===== config.mk =====
export PLATFORM = sky130hd
export DESIGN_NAME = fetch_unit
export DESIGN_NICKNAME = d
export VERILOG_FILES = /design/src/rtl/fetch_unit.sv
export SDC_FILE = /design/constraint.sdc
export NUM_CORES = 1
export LEC_CHECK = 0
export BUFFER_PORTS_ARGS = -buffer_cell sky130_fd_sc_hd__buf_4
export CORE_ASPECT_RATIO = 1.2
export CORE_UTILIZATION = 50
export DETAILED_ROUTE_END_ITERATION = 16
export GPL_TIMING_DRIVEN = 1
export PLACE_DENSITY = 0.89
export SYNTH_ARGS = -nofsm -noshare
export SYNTH_HDL_FRONTEND = slang
export SYNTH_SLANG_ARGS = --single-unit

===== constraint.sdc =====
create_clock -name i_Clk -period 3.7 [get_ports i_Clk]
set_input_delay 0.185 -clock i_Clk [delete_from_list [all_inputs] [get_ports i_Clk]]
set_output_delay 0.185 -clock i_Clk [all_outputs]
set_load 0.01 [all_outputs]

===== src/rtl/fetch_unit.sv =====
// Instruction fetch stage for the Light RV32I core: owns the PC, runs a single
// outstanding req/ack fetch, holds the instruction through EXEC, then redirects.
`ifndef _INST_WIDTH_
`define _INST_WIDTH_ 32
`endif

module fetch_unit #(
    parameter int                    INST_WIDTH = `_INST_WIDTH_,
    parameter int                    ADDR_WIDTH = 32,
    parameter logic [ADDR_WIDTH-1:0] RESET_PC   = '0
) (
    input  logic                  i_Clk,
    input  logic                  i_Rst_n,
    output logic                  o_ImemReq,
    output logic [ADDR_WIDTH-1:0] o_ImemAddr,
    input  logic                  i_ImemAck,
    input  logic [INST_WIDTH-1:0] i_ImemRdata,
    output logic [INST_WIDTH-1:0] o_Instruction,
    output logic [ADDR_WIDTH-1:0] o_Pc,
    output logic                  o_InstValid,
    input  logic                  i_Stall,
    input  logic                  i_Branch,
    input  logic                  i_Zero,
    input  logic                  i_Jump,
    input  logic [ADDR_WIDTH-1:0] i_Target,
    output logic                  o_Fault,
    output logic [31:0]           o_RetireCnt
);

    localparam logic [INST_WIDTH-1:0] NOP = INST_WIDTH'(32'h0000_0013);

    typedef enum logic [1:0] {
        S_IDLE,
        S_FETCH,
        S_EXEC,
        S_FAULT
    } state_t;

    state_t                state;
    logic [ADDR_WIDTH-1:0] pc;
    logic [ADDR_WIDTH-1:0] pc_plus4;
    logic [ADDR_WIDTH-1:0] next_pc;
    logic                  taken;
    logic                  misaligned;

    // Redirect decision is only consumed on the EXEC exit cycle.
    assign pc_plus4   = pc + ADDR_WIDTH'(4);
    assign taken      = i_Jump | (i_Branch & i_Zero);
    assign next_pc    = taken ? i_Target : pc_plus4;
    assign misaligned = taken & (i_Target[1:0] != 2'b00);
    assign o_ImemAddr = pc;

    always_ff @(posedge i_Clk or negedge i_Rst_n) begin
        if (!i_Rst_n) begin
            state         <= S_IDLE;
            pc            <= RESET_PC;
            o_ImemReq     <= 1'b0;
            o_Instruction <= NOP;
            o_Pc          <= RESET_PC;
            o_InstValid   <= 1'b0;
            o_Fault       <= 1'b0;
            o_RetireCnt   <= '0;
        end else begin
            case (state)
                S_IDLE: begin
                    state     <= S_FETCH;
                    o_ImemReq <= 1'b1;
                end
                S_FETCH: begin
                    if (i_ImemAck) begin
                        o_Instruction <= i_ImemRdata;
                        o_Pc          <= pc;
                        o_ImemReq     <= 1'b0;
                        o_InstValid   <= 1'b1;
                        state         <= S_EXEC;
                    end
                end
                S_EXEC: begin
                    if (!i_Stall) begin
                        o_InstValid <= 1'b0;
                        if (misaligned) begin
                            // PC and retire count stay on the faulting instruction.
                            o_Fault <= 1'b1;
                            state   <= S_FAULT;
                        end else begin
                            pc          <= next_pc;
                            o_RetireCnt <= o_RetireCnt + 32'd1;
                            o_ImemReq   <= 1'b1;
                            state       <= S_FETCH;
                        end
                    end
                end
                S_FAULT: begin
                    o_Fault     <= 1'b1;
                    o_ImemReq   <= 1'b0;
                    o_InstValid <= 1'b0;
                end
                default: state <= S_IDLE;
            endcase
        end
    end

endmodule


# Yosys cells after proc, flatten, opt, wreduce, memory -nomap -nowiden
# Cells that the tools add are included.
[totals]
latchBits = 0
mem_bits_rw = 0
mem_bits_ro = 0
inputBits = 71
memories = 0
out_inout_bits = 131
reg_bits = 133
[classes]
div_mod_pow = 0
muxes = 15
shift = 0
reduce_logical = 11
n_bitwise = 5
add_sub_neg = 2
mul = 0
n_eq_ne = 7
order_cmp = 0
[op_table]
columns = ["op", "n"]
rows = [
  ["$add A32 B1 Y32 const B", 1],
  ["$add A32 B3 Y32 const B", 1],
  ["$mux W32", 1],
  ["$reduce_and A3 Y1", 5],
  ["$ne A2 B2 Y1 const B", 4],
  ["$mux W1", 7],
  ["$mux W2", 3],
  ["$pmux W2 S3", 1],
  ["$reduce_bool A3 Y1", 2],
  ["$eq A2 B2 Y1 const B", 2],
  ["$pmux W1 S4", 1],
  ["$reduce_bool A2 Y1", 2],
  ["$pmux W1 S3", 1],
  ["$and A1 B1 Y1", 2],
  ["$eq A2 B1 Y1 const B", 1],
  ["$logic_not A2 Y1", 1],
  ["$not A1 Y1", 2],
  ["$pmux W1 S2", 1],
  ["$reduce_and A2 Y1", 1],
  ["$or A1 B1 Y1", 1],
]

# Longest topological paths before layout
# Gate-level depths: netlist (run 1).
[depth]
depth_word = 6
ltp_mapped = 9

# Worst setup path after synthesis (run 1)
# No wires, ideal clock.
[synth_timing]
path_kind = "flip-flop to flip-flop"
startpoint = "register state[1]"
endpoint = "register o_Instruction[10]"
stages_incl_launch_ff = 7
period_less_slack_ps = 1862
required_ps = 3575
path_slack_ps = 1838
arrival_ps = 1737
path_buffers = 2
cell_sequence = "dfrtp_1 inv_1 ha_1 nand2_1 clkbuf_1 clkbuf_1 mux2_2"
[synth_between]
elab_chain_len = 2
[synth_rtl]
columns = ["item", "line", "source"]
rows = [
  ["start: declaration", "39", "state_t state;"],
  ["start signal: assignment", "55", "state <= S_IDLE;"],
  ["start signal: assignment", "66", "state <= S_FETCH;"],
  ["start signal: assignment", "75", "state <= S_EXEC;"],
  ["$eq A2 B1 Y1", "64", "case (state)"],
  ["$reduce_and A2 Y1 (no source line)", "n/a", ""],
  ["end signal: assignment", "71", "o_Instruction <= i_ImemRdata;"],
  ["end: declaration", "18", "output logic [INST_WIDTH-1:0] o_Instruction,"],
]
# No other way between the ends.
# A chain may end at the register's enable or synchronous reset.

# Worst setup path in the final report (run 1)
[layout_timing]
startpoint = "register state[0]"
endpoint = "register o_RetireCnt[28]"
[layout_between]
elab_chain_len = 2
[layout_rtl]
columns = ["item", "line", "source"]
rows = [
  ["$eq A2 B2 Y1", "64", ""],
  ["$reduce_and A3 Y1 (no source line)", "n/a", ""],
  ["end signal: assignment", "87", "o_RetireCnt <= o_RetireCnt + 32'd1;"],
  ["end: declaration", "27", "output logic [31:0] o_RetireCnt"],
]
# No other way between the ends.

==> results of run 1 <==
-- kinds of logic after synthesis --
kind of cell,synth area share [%]
buffers and inverters,2.56
and+or+nand+nor,13.1
DFF,55.5
muxes,13.0
AOI/OAI and AO/OA,9.71
xor gates and xnor gates,4.67
adders and majority gates,1.46
-- registers in the layout, summed over array words and instances, names as in the netlist --
register,cells
o_Pc,32
state,2
o_Fault,1
o_ImemAddr,32
o_InstValid,1
o_RetireCnt,32
o_ImemReq,1
o_Instruction,32
-- worst paths after layout --
check,end,cells past startpoint
min reg2reg,o_RetireCnt[31],1
max in group asynchronous,o_Instruction[26],3
max,o_RetireCnt[28],9
min in group asynchronous,o_RetireCnt[21],2
min,o_Instruction[3],2
max reg2reg,o_RetireCnt[28],9
-- metal layers --
layer	share of wire (%)	GRT usage (%)	vias up
li1	-	-	2366
met1	37	32.6	2544
met2	54	47.9	230
met3	6.1	5.85	36
met4	2.6	11.9	0
met5	0	0	-
-- worst max-delay path: cells and delay by family, from the launching register on --
family / cells / cell delay (ns)
AOI/OAI and AO/OA: 1 / 0.13
xor gates and xnor gates: 1 / 0.16
adders and majority gates: 1 / 0.25
buffers and inverters: 3 / 0.68
DFF: 1 / 0.43
and+or+nand+nor: 3 / 0.75
-- repair_timing --
item                       CTS  global route
hold buffers                25             0
setup endpoints to repair    0             0
hold endpoints to repair    68             0
-- power by group through the flow --
stage	Combinational, mW	Sequential (mW)	Clock [mW]
global placement	2.03	2.40	0
global route	2.29	2.51	1.82
finish	2.15	2.44	1.73
CTS	2.15	2.42	1.76
floorplan	0.820	2.57	0
detailed placement	2.11	2.44	0
-- metrics by stage --
stage               area (um^2)  worst slack [ns]
floorplan                  6010              1.84
global placement           7660              1.46
detailed placement         7660              1.32
CTS                        8520              1.28
global route               8540              1.02
finish                     8540              1.23
-- final cells by class --
cell class	count	area [um^2]
Clock buffer	21	460
Clock inverter	11	150
Fill cell	797	3080
Inverter	10	37.5
Multi-Input combinational cell	361	2540
Sequential cell	133	3330
Tap cell	157	196
Timing Repair Buffer	233	1820
-- layout by cell type (no fill, tap or decap), drive strengths merged, types with 18 or more instances in the layout --
| cell | netlist | final |
|---|---|---|
| nor2 | 37 | 37 |
| mux2 | 64 | 64 |
| nand4 | 18 | 18 |
| nand2 | 37 | 37 |
| o21ai | 18 | 18 |
| xnor2 | 21 | 21 |
| dfrtp | 130 | 130 |
| nand3 | 23 | 23 |
| clkbuf | 16 | 21 |
| dlygate4sd3 | 0 | 25 |
| buf | 11 | 208 |
| a21oi | 36 | 36 |
==> results.py, run 1 <==
metrics = {
    "run_status": {
        "outcome": "finished clean",
    },
    "placement": {
        "place_inst": 868,
        "dp_hpwl_um": 11300,
        "io_buffers": 201,
        "routabilityCongestion": 0.838,
    },
    "synthesis": {
        "yosysWarnings": 0,
        "ys_top_cells_by_area": "dfrtp_1 54%, mux2_2 12%, xnor2_1 3.1%, a21oi_1 3.0%, nand2_1 2.3%",
        "yosysMostFrequentCell": "dfrtp_1",
        "synth-edff-count": 0,
        "syn_inst": 531,
        "synthesis.nets": 609,
        "syn_avg_cell_area_um2": 11.3,
        "yosys-top-cells-count": "130 x dfrtp_1, 64 x mux2_2, 37 x nand2_1, 37 x nor2_1, 36 x a21oi_1",
        "ys_seq_area_share_pct": 55.5,
        "synth_top_area_share_pct": 54.2,
        "synth_async_sr_flop_share_pct": 100,
        "ys_types": 45,
        "postSynthRegisterBits": 133,
        "yosysTopAreaCell": "dfrtp_1",
        "synth_ff_type": "dfrtp_1",
        "syn-cell-area_mm2": 0.00601,
    },
    "cts": {
        "cts_buffer_depth": 2,
        "htree_levels": 4,
        "cts_sinks": 133,
        "clk_pin_slew_ns": 0.06,
        "cts_tree": "built",
        "postCtsResizedCells": 0,
        "post_cts_buffers": 0,
        "cts_root_buf": "clkbuf_16",
        "cts_made_buffers": 17,
        "clkLatencyLatePin_ns": 0.42,
    },
    "pwr": {
        "p_switching_mw": 2.05,
        "p_clk_share_pct": 27.4,
        "switching_share_pct": 32.5,
        "irDropWorstVdd_v": 0.000445,
        "p_int_mw": 4.27,
        "comb_power_share_pct": 34.0,
        "seq_power_share_pct": 38.6,
        "powerDensity_mw_per_mm2": 741,
        "power_mw": 6.33,
        "p_leak_nw": 4.06,
    },
    "global_routing": {
        "antenna_found_initial": 0,
        "grt_pass1_wl_um": 26200,
        "grt.overflow.total": 0,
        "grt_pass1_vias": 5242,
        "grtUsageTotal_pct": 27.5,
        "grt_start_max_net_pins": 60,
    },
    "critical_path": {
        "crit_arrival_ns": 2.81,
        "worst-setup-path-type": "register to register",
        "crit_chain": "inv_1 > ha_1 > nor2b_1 > buf_4 > o21a_1 > buf_4 > nand3_1 > nor3_1 > xor2_1",
        "r2r_setup_slack_ns": 1.23,
        "cp.required_ns": 4.04,
        "cp_slowest_cell": "dfrtp_1",
        "end_kind": "register",
        "crit_fanout": 36,
        "r2r_start": "state[0]",
        "crit_top_cell": "buf_4",
        "max_stage_delay_ns": 0.43,
        "start_kind": "register",
        "worstSetupStartpoint": "state[0]",
    },
    "detailed_routing": {
        "drc": 0,
        "detail-route-antenna-nets": 0,
        "vias_per_cell": 5.59,
        "vias": 5176,
        "finalWirelength_um": 16900,
        "drt-initial-drc-count": 293,
        "first_pass_iters": 5,
        "wl_per_cell_um": 18.2,
    },
    "floorplanning": {
        "pin_count": 202,
        "fp-row-count": 43,
        "die_x_um": 102,
        "die-area_mm2": 0.0125,
        "die_h_um": 122,
        "coreArea_mm2": 0.0116,
        "start_util_pct": 51.7,
    },
    "timing": {
        "finalSetupViolations": 0,
        "setup_tns_ns": 0,
        "final.setup_skew_ns": 0.0155,
        "relSlewSlack_pct": 32.9,
        "period_minus_slack_ns": 2.47,
        "rsz0062_at_grt": "false",
        "drv_slew": 0,
        "timing.hold.ws_ns": 0.0116,
        "tightestPinTransition_ns": 1.00,
        "min_period_over_period_pct": 66.8,
        "fmax_ghz": 0.405,
        "final_hold_viol_count": 0,
    },
    "finish": {
        "drive_gt1_share_pct": 40.4,
        "syn2layout_area_growth_pct": 42.1,
        "nets": 834,
        "finish.utilization_pct": 73.5,
        "diodes": 0,
        "final_cells": 926,
    },
    "hold_path": {
        "hold_path.class": "input port to register",
        "hold_start": "i_ImemRdata[3]",
    },
    "run": {
        "max_cap_viol_count": 0,
    },
}
Note: power is estimated with default switching activity, not from simulation.
==> inputs of run 2 (changes only) <==
clock period = 2.3 ns   (was 3.7 ns; I/O delays follow)
==> run 2 against run 1 <==
Largest cell class unchanged. Critical endpoint is now o_RetireCnt[21]. Largest power group unchanged. Critical path type unchanged. Register-to-register slack got worse by 1.1 ns. Final cell count increased by 2.1%. Clock-buffer cell count decreased by 2.
==> results.py, run 2 (same netlist as run 1, synthesis figures left out) <==
metrics = {
    "pwr": {
        "switching_share_pct": 32.8,
        "p_leak_nw": 4.15,
        "p_switching_mw": 3.37,
        "p_int_mw": 6.90,
        "irDropWorstVdd_v": 0.000775,
        "seq_power_share_pct": 38.4,
        "p_clk_share_pct": 27.3,
        "power_mw": 10.3,
        "comb_power_share_pct": 34.4,
        "powerDensity_mw_per_mm2": 1170,
    },
    "detailed_routing": {
        "drc": 0,
        "finalWirelength_um": 17800,
        "vias": 5422,
        "first_pass_iters": 5,
        "drt-initial-drc-count": 503,
        "vias_per_cell": 5.74,
        "wl_per_cell_um": 18.9,
        "detail-route-antenna-nets": 0,
    },
    "critical_path": {
        "r2r_start": "state[0]",
        "max_stage_delay_ns": 0.41,
        "crit_fanout": 8,
        "cp_slowest_cell": "dfrtp_1",
        "start_kind": "register",
        "cp-endpoint": "o_RetireCnt[21]",
        "worst-path-stages": 8,
        "reg2reg_depth": 8,
        "cp.required_ns": 2.63,
        "worst-setup-path-type": "register to register",
        "worstSetupStartpoint": "state[0]",
        "path_buf_inv": 2,
        "crit_chain": "inv_1 > ha_1 > nor2b_1 > buf_4 > o2111a_1 > nand2_1 > nor4_1 > xor2_1",
        "r2r_setup_slack_ns": 0.11,
        "reg2reg_to": "o_RetireCnt[21]",
        "critPathTopFamily": "simple AND/OR/NAND/NOR gates",
        "crit_arrival_ns": 2.52,
        "end_kind": "register",
    },
    "global_routing": {
        "grtUsageMet1_pct": 33.0,
        "antenna_found_initial": 0,
        "use_met2_pct": 51.7,
        "grt_pass1_vias": 5554,
        "grt_start_max_net_pins": 60,
        "grt.overflow.total": 0,
        "grtUsageMet3_pct": 7.17,
        "grtUsageTotal_pct": 29.3,
        "globalRoute.busiestLayer": "met2",
        "grt_pass1_wl_um": 27600,
    },
    "placement": {
        "dp_hpwl_um": 11800,
        "place_inst": 874,
        "io_buffers": 201,
        "routabilityCongestion": 0.844,
    },
    "run": {
        "max_cap_viol_count": 0,
    },
    "cts": {
        "cts_buffer_depth": 2,
        "cts_sinks": 133,
        "clk_pin_slew_ns": 0.06,
        "clkLatencyLatePin_ns": 0.41,
        "cts_tree": "built",
        "post_cts_buffers": 0,
        "cts_made_buffers": 17,
        "cts_root_buf": "clkbuf_16",
        "htree_levels": 4,
    },
    "floorplanning": {
        "die-area_mm2": 0.0125,
        "fp-row-count": 43,
        "coreArea_mm2": 0.0116,
        "start_util_pct": 51.7,
        "pin_count": 202,
        "die_h_um": 122,
        "die_x_um": 102,
    },
    "finish": {
        "final_common_cell": "buf_4",
        "finish.utilization_pct": 75.3,
        "nets": 853,
        "diodes": 0,
        "final_cells": 945,
        "final_cell_mix": "209 x buf_4, 130 x dfrtp_1, 64 x mux2_2",
        "drive_gt1_share_pct": 40.4,
        "syn2layout_area_growth_pct": 45.7,
    },
    "timing": {
        "fmax_ghz": 0.457,
        "final.setup_skew_ns": 0.00943,
        "timing.hold.ws_ns": 0.0158,
        "drv_slew": 0,
        "relSlewSlack_pct": 54.0,
        "tightestPinTransition_ns": 0.690,
        "finalSetupViolations": 0,
        "min_period_over_period_pct": 95.1,
        "setup_tns_ns": 0,
        "final_hold_viol_count": 0,
        "period_minus_slack_ns": 2.19,
        "rsz0062_at_grt": "false",
    },
    "hold_path": {
        "hold_path.class": "input port to register",
    },
    "run_status": {
        "outcome": "finished clean",
    },
}
-- run 2: worst min-delay path, stage by stage --
cell and delay (ns):
buf_4 0.08, a21oi_1 0.05, a21oi_1 0.14
-- run 2: power groups by stage --
| stage | clock network (mW) | logic, mW | registers [mW] |
|---|---|---|---|
| global route | 2.91 | 3.76 | 4.03 |
| global placement | 0 | 3.30 | 3.87 |
| detailed placement | 0 | 3.42 | 3.94 |
| finish | 2.80 | 3.53 | 3.94 |
| floorplan | 0 | 1.32 | 4.14 |
| CTS | 2.83 | 3.50 | 3.91 |
-- run 2: final cells by class --
cell class	instances	area [um^2]
Clock inverter	13	171
Clock buffer	19	443
Fill cell	771	2870
Multi-Input combinational cell	361	2540
Tap cell	157	196
Timing Repair Buffer	252	2030
Inverter	10	37.5
Sequential cell	133	3330
-- run 2: how the worst min path moves through the flow --
stage / slack (ns) / cells past startpoint / startpoint / endpoint
after floorplan: -0.18 / 0 / i_Rst_n / o_Fault
after global placement: 0.05 / 1 / i_Rst_n / o_RetireCnt[23]
after detailed placement: 0.06 / 1 / i_Rst_n / o_RetireCnt[23]
after CTS: 0.005 / 3 / i_Target[12] / o_ImemAddr[12]
after global routing: 0.02 / 3 / i_Target[12] / o_ImemAddr[12]
final: 0.02 / 3 / i_Target[12] / o_ImemAddr[12]
-- run 2: metal layers --
| metal | part of all wire (%) | routed length (um) |
|---|---|---|
| met3 | 5.7 | 1020 |
| met2 | 54 | 9710 |
| met1 | 36 | 6510 |
| met4 | 3.4 | 614 |
| met5 | 0 | 0 |
-- run 2: through the flow --
| step | worst slack, ns | cell area (um^2) |
|---|---|---|
| finish | 0.113 | 8750 |
| floorplan | 0.438 | 6010 |
| detailed placement | 0.238 | 7740 |
| CTS | 0.121 | 8750 |
| global placement | 0.355 | 7740 |
| global route | 0.00230 | 8750 |
-- run 2: repair_timing --
item,CTS,global route
hold buffers,39,0
hold endpoints to repair,81,0
resized for setup,0,1
setup endpoints to repair,0,5
==> inputs of run 3 (changes only) <==
PLACE_DENSITY = 0.76   (was 0.89)
REMOVE_ABC_BUFFERS = 1   (was default)
==> run 3 against run 2 <==
Clock power decreased by 4%. Core utilization decreased by 0.16 points. Clock-buffer cell count increased by 1. Sequential cell count unchanged. Final cell count increased by 0.11%. Total power decreased by 0.58%. Critical path depth decreased by 2. Critical path type unchanged. Routed wire length decreased by 1.6%. Clock skew increased by 0.00095 ns. Final area decreased by 0.21%. Largest cell class unchanged. Combinational power about the same. Register-to-register slack improved by 0.04 ns.
==> results.py, run 3 (same netlist as run 1, synthesis figures left out) <==
metrics = {
    "global_routing": {
        "grt_start_max_net_pins": 73,
        "antenna_found_initial": 0,
        "grt_pass1_wl_um": 27200,
        "grt.overflow.total": 0,
        "grt_pass1_vias": 5273,
        "grtUsageTotal_pct": 28.8,
    },
    "floorplanning": {
        "fp-row-count": 43,
        "coreArea_mm2": 0.0116,
        "die_h_um": 122,
        "start_util_pct": 51.7,
        "die-area_mm2": 0.0125,
        "die_x_um": 102,
        "pin_count": 202,
    },
    "placement": {
        "io_buffers": 201,
        "routabilityCongestion": 0.886,
        "dp_hpwl_um": 11000,
    },
    "finish": {
        "finish.utilization_pct": 75.1,
        "fillers": 773,
        "syn2layout_area_growth_pct": 45.4,
        "drive_gt1_share_pct": 40.6,
        "final_cell_mix": "211 x buf_4, 130 x dfrtp_1, 64 x mux2_2",
        "final_common_cell": "buf_4",
        "nets": 854,
        "diodes": 0,
    },
    "detailed_routing": {
        "detail-route-antenna-nets": 0,
        "vias_per_cell": 5.63,
        "drc": 0,
        "vias": 5329,
        "drt-initial-drc-count": 461,
        "finalWirelength_um": 17600,
        "wl_per_cell_um": 18.6,
        "first_pass_iters": 6,
    },
    "timing": {
        "tightestPinTransition_ns": 0.740,
        "final.setup_skew_ns": 0.0104,
        "fmax_ghz": 0.465,
        "min_period_over_period_pct": 93.4,
        "final_hold_viol_count": 0,
        "drv_slew": 0,
        "finalSetupViolations": 0,
        "period_minus_slack_ns": 2.15,
        "rsz0062_at_grt": "false",
        "relSlewSlack_pct": 50.7,
    },
    "cts": {
        "cts_sinks": 133,
        "clkLatencyLatePin_ns": 0.42,
        "cts_made_buffers": 17,
        "clk_pin_slew_ns": 0.06,
        "cts_root_buf": "clkbuf_16",
        "htree_levels": 4,
        "cts_buffer_depth": 2,
        "post_cts_buffers": 0,
        "cts_tree": "built",
    },
    "hold_path": {
        "hold_path.class": "input port to register",
        "whs_path_depth": 3,
    },
    "pwr": {
        "p_leak_nw": 4.15,
        "powerDensity_mw_per_mm2": 1170,
        "irDropWorstVdd_v": 0.000646,
        "power_mw": 10.2,
    },
    "critical_path": {
        "path_buf_inv": 0,
        "worst-setup-path-type": "register to register",
        "cp_slowest_cell": "and3_1",
        "cp.required_ns": 2.65,
        "worst-path-stages": 6,
        "crit_top_cell": "and3_1",
        "crit_chain": "ha_1 > and3_1 > and3_1 > nand2_1 > nor3_1 > o32a_1",
        "max_stage_delay_ns": 0.52,
        "end_kind": "register",
        "crit_arrival_ns": 2.50,
        "start_kind": "register",
        "critPathTopFamily": "simple AND/OR/NAND/NOR gates",
        "reg2reg_depth": 6,
        "crit_fanout": 12,
    },
    "run": {
        "max_cap_viol_count": 0,
    },
    "run_status": {
        "outcome": "finished clean",
    },
}
run 3: cell types whose count changed in the layout (fill, tap and decap cells not counted), sizes merged:
cell / change
buf: +2
clkbuf: +1
bufinv: -1
dlygate4sd3: -1
clkinv: +4
inv: -4
run 3: per-layer routing:
metal | part of all wire [%] | global-route usage, % | up-vias | routed length (um)
li1 | - | - | 2411 | -
met1 | 38 | 35.4 | 2612 | 6720
met2 | 52 | 49.0 | 271 | 9090
met3 | 8.0 | 6.71 | 35 | 1410
met4 | 1.9 | 10.4 | 0 | 328
met5 | 0 | 0 | - | 0
run 3: area by class of cell:
| cell class | count | area, um^2 | share of cell area, % |
|---|---|---|---|
| Inverter | 10 | 37.5 | 0.430 |
| Timing Repair Buffer | 253 | 2030 | 23.2 |
| Multi-Input combinational cell | 361 | 2550 | 29.2 |
| Sequential cell | 133 | 3330 | 38.2 |
| Clock inverter | 12 | 131 | 1.50 |
| Tap cell | 157 | 196 | 2.25 |
| Clock buffer | 20 | 457 | 5.23 |
run 3: per-stage QoR:
stage / instances / setup WS (ns) / cell area [um^2] / setup TNS [ns] / hold WS, ns
final: 946 / 0.151 / 8730 / 0 / 0.00313
after global routing: 946 / 0.0238 / 8730 / 0 / 0.00159
after CTS: 946 / 0.125 / 8720 / 0 / 0.00384
after detailed placement: 876 / 0.133 / 7750 / 0 / 0.179
after global placement: 876 / 0.242 / 7750 / 0 / 0.173
after floorplan: 504 / -2.12 / 5890 / -119.02 / -0.181
run 3: path summary, 6_finish.rpt:
check                           startpoint  slack [ns]           endpoint
hold / removal                i_Target[29]       0.003     o_ImemAddr[29]
min in group asynchronous          i_Rst_n        0.30  o_Instruction[18]
hold reg to reg            o_RetireCnt[31]        0.47    o_RetireCnt[31]
setup / recovery             o_ImemAddr[2]        0.15     o_ImemAddr[20]
setup reg to reg             o_ImemAddr[2]        0.15     o_ImemAddr[20]
max in group asynchronous          i_Rst_n        1.30   o_Instruction[8]
run 3: power by group:
group / total, mW / internal (mW) / switching, mW
sequential: 3.95 / 3.18 / 0.769
combinational: 3.56 / 1.97 / 1.59
clock: 2.69 / 1.65 / 1.04
total: 10.2 / 6.81 / 3.40
run 3: timing repair:
action                     4_1_cts  5_1_grt
setup endpoints to repair        0       19
hold endpoints to repair       103        0
hold buffers                    38        0
gates resized for setup          0        3
run 3: worst min-delay path, stage by stage:
cell    delay (ns)
buf_4         0.11
nor2_1        0.09
nor3_1        0.06
